### src/rtl/cla8_addsub_pipe_if.sv
// rtl/cla8_addsub_pipe_if.sv - operand/result handshake bundle for the CLA add/sub pipe
interface cla8_addsub_pipe_if #(
    parameter int WIDTH = 8
);
    logic             in_valid;
    logic             in_ready;
    logic [WIDTH-1:0] in_a;
    logic [WIDTH-1:0] in_b;
    logic             in_sub;
    logic             out_valid;
    logic             out_ready;
    logic [WIDTH-1:0] out_sum;
    logic             out_cout;
    logic             out_ovf;
    logic             out_zero;

    // Operand producer / result consumer side
    modport master (
        output in_valid, in_a, in_b, in_sub, out_ready,
        input  in_ready, out_valid, out_sum, out_cout, out_ovf, out_zero
    );

    // Adder pipeline side
    modport slave (
        input  in_valid, in_a, in_b, in_sub, out_ready,
        output in_ready, out_valid, out_sum, out_cout, out_ovf, out_zero
    );
endinterface

### src/rtl/cla8_addsub_pipe.sv
// rtl/cla8_addsub_pipe.sv - two-stage carry-lookahead adder/subtractor with valid/ready
module cla8_addsub_pipe #(
    parameter int WIDTH = 8
) (
    input  logic             clk,
    input  logic             rst_n,
    cla8_addsub_pipe_if.slave bus
);
    localparam int NGRP = WIDTH / 4;

    logic             s1_valid;
    logic [WIDTH-1:0] s1_a;
    logic [WIDTH-1:0] s1_bx;
    logic [WIDTH-1:0] s1_g;
    logic [WIDTH-1:0] s1_p;
    logic             s1_cin;

    logic             s2_valid;
    logic [WIDTH-1:0] s2_sum;
    logic             s2_cout;
    logic             s2_ovf;
    logic             s2_zero;

    logic             s1_adv;
    logic             s2_adv;
    logic [WIDTH-1:0] bx;
    logic [WIDTH:0]   carry;
    logic [WIDTH-1:0] sum_c;
    logic             ovf_c;
    logic [3:0]       gg;
    logic [3:0]       pg;
    logic             gc;

    // A stage may load whenever it is empty or its content moves on this cycle,
    // so bubbles collapse even while the consumer stalls.
    assign s2_adv       = !s2_valid || bus.out_ready;
    assign s1_adv       = !s1_valid || s2_adv;
    assign bus.in_ready = s1_adv;

    // Subtract is A + ~B + 1: B inverted here, the +1 enters as carry-in.
    assign bx = bus.in_b ^ {WIDTH{bus.in_sub}};

    // Stage 1: condition B and form bitwise generate/propagate
    always_ff @(posedge clk or negedge rst_n) begin
        if (!rst_n) begin
            s1_valid <= 1'b0;
            s1_a     <= '0;
            s1_bx    <= '0;
            s1_g     <= '0;
            s1_p     <= '0;
            s1_cin   <= 1'b0;
        end else if (s1_adv) begin
            s1_valid <= bus.in_valid;
            // Data only loads on a real beat so idle-bus X never enters the pipe
            if (bus.in_valid) begin
                s1_a   <= bus.in_a;
                s1_bx  <= bx;
                s1_g   <= bus.in_a & bx;
                s1_p   <= bus.in_a ^ bx;
                s1_cin <= bus.in_sub;
            end
        end
    end

    // Carries: full lookahead inside each 4-bit group, group carry ripples to the next
    always_comb begin
        carry    = '0;
        gg       = '0;
        pg       = '0;
        gc       = s1_cin;
        carry[0] = s1_cin;
        for (int grp = 0; grp < NGRP; grp++) begin
            gg = s1_g[4*grp +: 4];
            pg = s1_p[4*grp +: 4];
            carry[4*grp+1] = gg[0] | (pg[0] & gc);
            carry[4*grp+2] = gg[1] | (pg[1] & gg[0]) | (pg[1] & pg[0] & gc);
            carry[4*grp+3] = gg[2] | (pg[2] & gg[1]) | (pg[2] & pg[1] & gg[0])
                           | (pg[2] & pg[1] & pg[0] & gc);
            carry[4*grp+4] = gg[3] | (pg[3] & gg[2]) | (pg[3] & pg[2] & gg[1])
                           | (pg[3] & pg[2] & pg[1] & gg[0])
                           | (pg[3] & pg[2] & pg[1] & pg[0] & gc);
            gc = carry[4*grp+4];
        end
        sum_c = s1_p ^ carry[WIDTH-1:0];
        ovf_c = (s1_a[WIDTH-1] == s1_bx[WIDTH-1]) && (sum_c[WIDTH-1] != s1_a[WIDTH-1]);
    end

    // Stage 2: register sum and flags; holds while the consumer stalls
    always_ff @(posedge clk or negedge rst_n) begin
        if (!rst_n) begin
            s2_valid <= 1'b0;
            s2_sum   <= '0;
            s2_cout  <= 1'b0;
            s2_ovf   <= 1'b0;
            s2_zero  <= 1'b0;
        end else if (s2_adv) begin
            s2_valid <= s1_valid;
            if (s1_valid) begin
                s2_sum  <= sum_c;
                s2_cout <= carry[WIDTH];
                s2_ovf  <= ovf_c;
                s2_zero <= (sum_c == '0);
            end
        end
    end

    assign bus.out_valid = s2_valid;
    assign bus.out_sum   = s2_sum;
    assign bus.out_cout  = s2_cout;
    assign bus.out_ovf   = s2_ovf;
    assign bus.out_zero  = s2_zero;
endmodule

### src/flat_wrapper.sv
// flat-port wrapper written by rule: the top's interface ports become plain ports
module cla8_addsub_pipe_flat 
#(
    parameter int WIDTH = 8
)
  (clk, rst_n, bus_in_valid, bus_in_a, bus_in_b, bus_in_sub, bus_out_ready, bus_in_ready, bus_out_valid, bus_out_sum, bus_out_cout, bus_out_ovf, bus_out_zero);
  cla8_addsub_pipe_if #(.WIDTH(WIDTH)) bus_i ();
  input  logic clk;
  input  logic rst_n;
  input wire logic [$bits(bus_i.in_valid)-1:0] bus_in_valid;
  input wire logic [$bits(bus_i.in_a)-1:0] bus_in_a;
  input wire logic [$bits(bus_i.in_b)-1:0] bus_in_b;
  input wire logic [$bits(bus_i.in_sub)-1:0] bus_in_sub;
  input wire logic [$bits(bus_i.out_ready)-1:0] bus_out_ready;
  output wire logic [$bits(bus_i.in_ready)-1:0] bus_in_ready;
  output wire logic [$bits(bus_i.out_valid)-1:0] bus_out_valid;
  output wire logic [$bits(bus_i.out_sum)-1:0] bus_out_sum;
  output wire logic [$bits(bus_i.out_cout)-1:0] bus_out_cout;
  output wire logic [$bits(bus_i.out_ovf)-1:0] bus_out_ovf;
  output wire logic [$bits(bus_i.out_zero)-1:0] bus_out_zero;
  assign bus_i.in_valid = bus_in_valid;
  assign bus_i.in_a = bus_in_a;
  assign bus_i.in_b = bus_in_b;
  assign bus_i.in_sub = bus_in_sub;
  assign bus_i.out_ready = bus_out_ready;
  assign bus_in_ready = bus_i.in_ready;
  assign bus_out_valid = bus_i.out_valid;
  assign bus_out_sum = bus_i.out_sum;
  assign bus_out_cout = bus_i.out_cout;
  assign bus_out_ovf = bus_i.out_ovf;
  assign bus_out_zero = bus_i.out_zero;
  cla8_addsub_pipe #(.WIDTH(WIDTH)) u_core (.clk(clk), .rst_n(rst_n), .bus(bus_i));
endmodule
### config.mk
export PLATFORM = sky130hd
export DESIGN_NAME = cla8_addsub_pipe_flat
export DESIGN_NICKNAME = d
export VERILOG_FILES = /design/src/rtl/cla8_addsub_pipe_if.sv /design/src/rtl/cla8_addsub_pipe.sv /design/src/flat_wrapper.sv
export SDC_FILE = /design/constraint.sdc
export NUM_CORES = 1
export LEC_CHECK = 0
export ABC_AREA = 1
export CAP_MARGIN = 20
export CORE_UTILIZATION = 54
export DETAILED_ROUTE_END_ITERATION = 10
export GPL_TIMING_DRIVEN = 0
export PLACE_DENSITY = 0.82
export SYNTH_ARGS = -nofsm -noshare
export SYNTH_HDL_FRONTEND = slang
export SYNTH_SLANG_ARGS = --single-unit
### constraint.sdc
create_clock -name clk -period 4.85 [get_ports clk]
set_input_delay 0.485 -clock clk [delete_from_list [all_inputs] [get_ports clk]]
set_output_delay 0.485 -clock clk [all_outputs]
set_load 0.03 [all_outputs]
==> summary.txt <==
CTS
  • Longest Clk Path Bufs: 2
  • Clock Latency Late Sink: 330 ps
  • Clk root buf: clkbuf_4
  • Total setup buffers inserted after CTS: 0
  • Sinks on Clock Net: 32
  • Register clock-pin slew on the reported worst setup and hold paths: 100 ps
  • CTS tree: done
  • Count of hold-fix buffers inserted at cts: 0
  • Post-cts resize count: 0
  • TritonCTS buffer count: 5
  • H-Tree Level Count: 2

Yosys
  • Number of warning messages in the yosys log: 0
  • Post-synth design cell area: 1640 µm²
  • Post-Syn Instances: 188
  • Flip-flop and latch count after synthesis: 32
  • Yosys top cell by area: dfrtp_1
  • Net count after synthesis: 219
  • Mean area per synthesized cell: 8.73 µm²
  • Share of the synthesized area in the top cell type: 48.8%
  • Sequential element share of the synthesized area: 48.8%
  • Count of different cell masters after synthesis: 22
  • Dominant cells by area after synthesis: dfrtp_1 49%, nand2_1 15%, ha_1 7.6%, xor2_1 6.4%, o21ai_0 3.4%

Floorplan
  • Overall die height: 57.1 µm
  • Core Region: 2830 µm²
  • Starting utilization of the core area: 58.0%
  • Die Outline Area: 3260 µm²
  • Die Span X: 57.1 µm
  • Number of placement rows: 19
  • Num ports: 34

Critical path
  • CP max FO: 3
  • Critical path class: in2out
  • Reg-to-reg slack, setup: 3120 ps
  • Required time of the worst setup path: 4370 ps
  • Type of origin of the critical path: primary input
  • Arrival time at the worst endpoint: 1770 ps
  • Stage delay of the slowest cell on the critical path: 680 ps
  • Crit path cell chain: clkdlybuf4s50_1 -> inv_1 -> nand3_1 -> clkdlybuf4s50_1
  • Cell with the largest stage delay on the worst path: clkdlybuf4s50_1
  • Cell type with the highest occurrence count on the critical path: clkdlybuf4s50_1
  • Critical path capture point type: output pin

STA
  • Share of the clock period used by the worst path: 46.4%
  • Setup repair after global routing missed its margin: false
  • Relative slew slack: 47.0%
  • Skew final: 7.19 ps
  • Setup tns final: 0 ps
  • Final Max Slew Viols: 0
  • Final period demand of the worst path: 2250 ps
  • Worst Slack Setup Final: 2600 ps
  • Endpoints failing setup: 0
  • Peak clock frequency supported by timing: 0.444 GHz
  • Number of hold violations in the final report: 0
  • Actual transition at the worst max-transition pin: 792 ps

Finish
  • Commonest non-fill, non-tap cell in the layout: nand2_1
  • Layout Utilization: 73.3%
  • Count of fill cells added during filler insertion: 221
  • Layout net count: 259
  • Diode insertion count for antenna repair: 0
  • Highest-count cells in the layout ignoring fill and taps: 67 x nand2_1, 32 x clkdlybuf4s50_1, 32 x dfrtp_1, 14 x inv_1, 12 x xor2_1
  • Area delta synth->final: 26.4%
  • Layout Cell Area excl Fill: 2070 µm²
  • Layout cells sized above 1: 9.21%

Run status
  • Run status: finished with violations
  • Violated checks: DRC

GRT
  • Total Routing Usage GR: 22.9%
  • Initial antenna violation count: 0
  • Sum of overflow across all layers after global routing: 0
  • First-pass GRT wire length: 5670 µm
  • Pin count of the biggest net entering global routing: 18
  • Number of global-route vias before repair: 1321

Pwr
  • Lkg Pwr: 1.06 nW
  • Peak VDD IR: 280 µV
  • Power density cells: 427 nW/µm²

Detailed routing
  • Detail-routed net length per standard cell: 12.1 µm
  • Aggregate routed wire length: 3130 µm
  • Post-DR vias/cell: 5.05
  • Number of iterations in the first detailed-routing pass: 7
  • Violation count after the first detailed-route iteration: 58
  • Count of nets left with antenna violations after detail routing: 0
  • Post-route DRC: 4
  • Count of vias placed by the detailed router: 1309

Flow run
  • # Max-Cap Violations: 0

Placed design
  • Placer congestion estimate: 0.815
  • Placed cell areas: 2030 µm²
  • Detailed Place HPWL: 2490 µm
  • # port buffers: 32
  • DP Worst Slack: 2610 ps

Hold path
  • Path category of the worst min-delay check: reg2reg
## critical path: cells and delay by family
kind / cells / cell delay, ps
buffers and inverters: 3 / 1180
AND/OR/NAND/NOR: 1 / 100
## report_power, final
group          internal [W]  switching [W]
Sequential         0.000333      0.0000415
Clock             0.0000533      0.0000869
Combinational      0.000154       0.000218
Total              0.000540       0.000347
## metrics by stage
step | total power [W] | hold slack (ps) | std cells
after floorplan | 0.000607 | 189 | 188
after global placement | 0.000736 | 462 | 251
after detailed placement | 0.000754 | 465 | 252
after CTS | 0.000892 | 490 | 259
after global routing | 0.000947 | 519 | 259
final | 0.000887 | 484 | 259
## final cells by class
cell class	count	area, µm²	share of cell area [%]
Clock buffer	6	41.3	1.99
Timing Repair Buffer	33	348	16.8
Tap cell	31	38.8	1.87
Sequential cell	32	801	38.6
Multi-Input combinational cell	136	752	36.2
Inverter	14	52.6	2.53
Clock inverter	1	5.00	0.241
Buffer	6	36.3	1.75
## Yosys cell counts, drive strengths merged
cell	count
a31oi	1
nor3	1
ha	10
inv	14
nand2	73
clkbuf	2
xor2	12
nor2	10
o21ai	14
nand3	11
buf	4
dfrtp	32
nand4	1
a21oi	3
## per-layer routing
metal | global-route usage, % | vias up | wire length, µm
li1 | - | 673 | -
met1 | 28.1 | 599 | 1400
met2 | 38.7 | 35 | 1560
met3 | 7.03 | 2 | 166
met4 | 7.32 | 0 | 13
met5 | 0 | - | 0
## path summary, 6_finish.rpt
kind | start | endpoint | depth (start not counted)
max reg2reg | u_core.s1_p[1] | u_core.bus.out_zero | 12
max | bus_out_ready | bus_in_ready | 4
min | u_core.bus.out_ovf | u_core.bus.out_ovf | 2
min in group asynchronous | rst_n | u_core.bus.out_sum[1] | 1
max in group asynchronous | rst_n | u_core.s1_g[2] | 2
min reg2reg | u_core.bus.out_ovf | u_core.bus.out_ovf | 2
## kinds of logic (layout without fill, tap and decap cells)
logic type	Yosys count	count (layout)	synth area share [%]
buffers and inverters	20	60	5.41
flip-flops	32	32	48.8
AND/OR/NAND/NOR	96	96	26.0
adder cells (fa/ha/maj)	10	10	7.62
AO/OA/AOI/OAI	18	18	5.79
XOR/XNOR	12	12	6.40
Note: power is estimated with default switching activity, not from simulation.
